### src/rtl/fifo_read_unit.sv
// Read-side controller of the shared-clock FIFO: owns rd_ptr, derives the empty/level flags
// and returns read data from the synchronous-read buffer through a 2-stage pipeline.
module fifo_read_unit #(
    parameter int S         = 12,
    parameter int DEPTH     = 150,
    parameter int W         = 8,
    parameter int AE_THRESH = 4
) (
    input  logic         rd_clk,
    input  logic         rd_rst,
    input  logic         rd_en,
    input  logic [S-1:0] wr_ptr,
    input  logic [W-1:0] mem_rd_data,
    output logic [S-1:0] rd_ptr,
    output logic         mem_rd_en,
    output logic [S-2:0] mem_rd_addr,
    output logic [W-1:0] o_rd_data,
    output logic         o_rd_valid,
    output logic         o_fifo_empty,
    output logic         o_almost_empty,
    output logic [S-2:0] o_level,
    output logic         o_underflow
);

    localparam logic [S-2:0] LAST_IDX = (S-1)'(DEPTH - 1);
    localparam logic [S-2:0] DEPTH_V  = (S-1)'(DEPTH);
    localparam logic [S-2:0] AE_V     = (S-1)'(AE_THRESH);

    logic [S-1:0] rd_ptr_reg, rd_ptr_next;
    logic         s1_valid_reg;
    logic [W-1:0] rd_data_reg;
    logic         rd_valid_reg;
    logic         underflow_reg;
    logic         accept;
    logic         rd_wrap, wr_wrap;
    logic [S-2:0] rd_idx, wr_idx;

    assign rd_wrap = rd_ptr_reg[S-1];
    assign wr_wrap = wr_ptr[S-1];
    assign rd_idx  = rd_ptr_reg[S-2:0];
    assign wr_idx  = wr_ptr[S-2:0];

    assign o_fifo_empty = (rd_ptr_reg == wr_ptr);
    assign accept       = rd_en & ~o_fifo_empty;

    // Level arithmetic is modular, so computing it at S-1 bits equals the S-bit result truncated.
    always_comb begin
        if (rd_wrap == wr_wrap)
            o_level = wr_idx - rd_idx;
        else
            o_level = DEPTH_V - rd_idx + wr_idx;
    end

    assign o_almost_empty = (o_level <= AE_V);

    always_comb begin
        rd_ptr_next = rd_ptr_reg;
        if (accept) begin
            if (rd_idx == LAST_IDX)
                rd_ptr_next = {~rd_wrap, {(S-1){1'b0}}};
            else
                rd_ptr_next = {rd_wrap, rd_idx + 1'b1};
        end
    end

    always_ff @(posedge rd_clk) begin
        if (rd_rst) begin
            rd_ptr_reg    <= '0;
            s1_valid_reg  <= 1'b0;
            rd_data_reg   <= '0;
            rd_valid_reg  <= 1'b0;
            underflow_reg <= 1'b0;
        end else begin
            rd_ptr_reg   <= rd_ptr_next;
            s1_valid_reg <= accept;
            rd_valid_reg <= s1_valid_reg;
            // Memory data is valid the cycle after the strobe, i.e. while stage 1 is valid.
            if (s1_valid_reg)
                rd_data_reg <= mem_rd_data;
            if (rd_en && o_fifo_empty)
                underflow_reg <= 1'b1;
        end
    end

    assign rd_ptr      = rd_ptr_reg;
    assign mem_rd_en   = accept;
    assign mem_rd_addr = rd_idx;
    assign o_rd_data   = rd_data_reg;
    assign o_rd_valid  = rd_valid_reg;
    assign o_underflow = underflow_reg;

endmodule

### config.mk
export PLATFORM = sky130hd
export DESIGN_NAME = fifo_read_unit
export DESIGN_NICKNAME = d
export VERILOG_FILES = /design/src/rtl/fifo_read_unit.sv
export SDC_FILE = /design/constraint.sdc
export NUM_CORES = 1
export LEC_CHECK = 0
export BUFFER_PORTS_ARGS = -buffer_cell sky130_fd_sc_hd__buf_2
export CAP_MARGIN = 20
export CORE_AREA = 2 2 57 86
export DETAILED_ROUTE_END_ITERATION = 8
export DIE_AREA = 0 0 59 88
export HOLD_SLACK_MARGIN = 0.05
export MAX_ROUTING_LAYER = met4
export PLACE_DENSITY = 0.76
export SYNTH_ARGS = -nofsm -noshare
export SYNTH_HDL_FRONTEND = slang
export SYNTH_SLANG_ARGS = --single-unit
### constraint.sdc
create_clock -name rd_clk -period 4.35 [get_ports rd_clk]
set_clock_uncertainty 0.2 [all_clocks]
set_input_delay 0.6525 -clock rd_clk [delete_from_list [all_inputs] [get_ports rd_clk]]
set_output_delay 0.6525 -clock rd_clk [all_outputs]
set_load 0.01 [all_outputs]
==> metrics.cfg <==
[synthesis]
ys_types = 47
yosys.area_share.xor_xnor = 0.0968
synth_compound_area_frac = 0.150
synthAdderAreaFrac = 0.191
seq_area_frac_synth = 0.204
synth-edff-count = 0
synth_nets = 336
syn_area_um2 = 2260
synthTopCellsByArea = dfxtp_1, ha_1, xnor2_1, nor2_1, fa_1
yosysTopAreaCell = dfxtp_1
synth_top_family_by_area = simple AND/OR/NAND/NOR gates
async_flop_share = 0
yosysWarnings = 0
postSynthAreaPerCell_um2 = 8.02
synth_top_area_frac = 0.204
ys.flop_type = dfxtp_1
syn_inst = 282
ys_seq_elements = 23
synthMuxAreaShare = 0.0492
yosys.area_share.simple = 0.205

[floorplan]
initial_core_util = 0.511
dieHeight_um = 88
placementRows = 30
die_w_um = 59
core-area_um2 = 4430
io_pins = 70
die-area_um2 = 5190

[status]
run_status = finished, final reports clean

[placement]
numPortBuffers = 69
gp_congestion = 0.881
dp_hpwl_mm = 4.78

[route]
wl_mm = 5.66
wl_per_cell_um = 14.6
drc = 0
drt-pass1-iter-count = 4
drtIter0Drc = 67
via_per_inst = 5.55
vias = 2153
ant_nets = 0

[sta]
max_freq_ghz = 0.240
rsz0062_at_grt = false
fin_crit_sh = 0.959
final_hold_viol_count = 0
tightest_slew_ns = 1.05
finalSetupViolCount = 0
finalSetupTns_ns = 0
finalCriticalPeriod_ns = 4.17
drv_slew = 0
relSlewSlack = 0.294

[global_routing]
met2_usage = 0.452
top_usage_layer = met2
grt_overflow = 0
antenna_found_initial = 0
grt_max_degree = 15
grt.met1_usage = 0.234
grt_pass1_wl_mm = 9.09
grtUsageMet3 = 0.0103
grt_usage = 0.233
grt_pass1_vias = 2113

[power]
leakagePower_uw = 0.00124
power_density_nw_per_um2 = 218
vdd_drop_max_v = 0.000190
combPwrFrac = 0.381
clkPwrFrac = 0.227
pwr-share-seq = 0.392
switching_share = 0.342
p_int_uw = 377
power_switching_uw = 195

[setup_path]
cp-start-kind = input pin
crit_type = input pin to primary output
worst-path-max-fanout = 3
end_kind = primary output
crit_arrival_ns = 3.32
required_ns = 3.50

[final_layout]
final_common_cell = buf_2
largest_reg_flops = 12
utilization = 0.592
fin_nets = 395
diodes = 0
drive_gt1_frac = 0.241
mostFrequentLayoutCells = buf_2, nor2_1, inv_1
areaGrowthSynthToFinish_pct = 15.9

[hold_path]
holdCritPathClass = register to register

[clock_tree]
postCtsResizedCells = 0
cts.sinks = 23
clock_latency_ns = 0.26
post_cts_buffers = 0
cts_max_level = 1
cts_tree = yes
cts_made_buffers = 3
clock_path_buffers = 2
cts_root_buf = clkbuf_8
path_clk_slew_ns = 0.08
ctsHoldBuffers = 0

[flow_run]
cap_viol_max_count = 0

==> metrics by stage <==
step                setup slack (ns)  hold slack, ns  cell area (µm²)  instances  power (µW)
floorplan                      0.463           0.302             2260        282         380
global placement               0.221           0.244             2580        384         441
detailed placement             0.139           0.255             2580        384         447
CTS                            0.131           0.276             2620        388         577
global route                  0.0160           0.322             2620        388         610
finish                         0.176           0.278             2620        388         572
==> cells by family (layout without fill, tap and decap cells) <==
logic type	Yosys count	after routing
fa+ha+maj	31	31
buf+inv	50	108
xor+xnor	25	25
flops	23	23
mux	11	11
compound gates	51	51
simple gates	91	91
==> power by group through the flow <==
stage	clock [µW]	combinational [µW]	sequential [µW]
global route	142	242	225
floorplan	0	150	230
detailed placement	0	217	229
finish	130	218	224
CTS	135	218	224
global placement	0	212	229
==> routing by layer <==
metal  wire, µm  vias to the layer above
met1       2160                      998
met3        243                       12
met5          0                        -
met2       3120                       71
li1           -                     1072
met4        126                        0
==> final timing paths <==
kind | start | end | slack, ns | cells after the start
max | wr_ptr[1] | o_almost_empty | 0.18 | 15
min | o_underflow$_SDFFE_PP0P_ | o_underflow$_SDFFE_PP0P_ | 0.28 | 2
max reg2reg | rd_ptr[6]$_SDFFE_PP0P_ | rd_ptr[8]$_SDFFE_PP0P_ | 1.73 | 8
min reg2reg | o_underflow$_SDFFE_PP0P_ | o_underflow$_SDFFE_PP0P_ | 0.28 | 2
==> cells in the mapped netlist, types with 2 or more instances <==
cell type / n
nor4_1: 3
xor2_1: 6
a21o_1: 5
o31ai_1: 2
and3_1: 3
a221oi_1: 3
buf_4: 12
o2111ai_1: 2
nor3_1: 4
xnor2_1: 19
fa_1: 6
nand3_1: 6
ha_1: 25
nand3b_1: 2
inv_1: 32
dfxtp_1: 23
nor2b_1: 5
nand2b_1: 4
nand2_1: 11
o21a_1: 3
nor4_2: 2
or4_1: 2
nor2_1: 37
nand4_1: 6
a31oi_1: 2
o21ai_0: 10
clkbuf_1: 5
a21oi_1: 14
mux2i_1: 10
==> worst max-delay path, stage by stage <==
cell and delay, ns:
buf_2 0.12, inv_1 0.05, ha_1 0.32, inv_1 0.07, ha_1 0.18, inv_1 0.06, fa_1 0.40, nor2b_1 0.16
o31ai_1 0.11, nor2b_1 0.16, a311oi_1 0.27, nor2_1 0.09, a2111o_1 0.39, nor4_2 0.13, buf_2 0.16
==> final cells by class <==
cell class / count / area [µm²]
multi-input cells: 209 / 1570
fillers: 431 / 1810
repair buffers: 72 / 368
clock buffers: 4 / 45.0
inverters: 32 / 120
well taps: 48 / 60.1
flip-flops and latches: 23 / 460
Note: power is estimated with default switching activity, not from simulation.
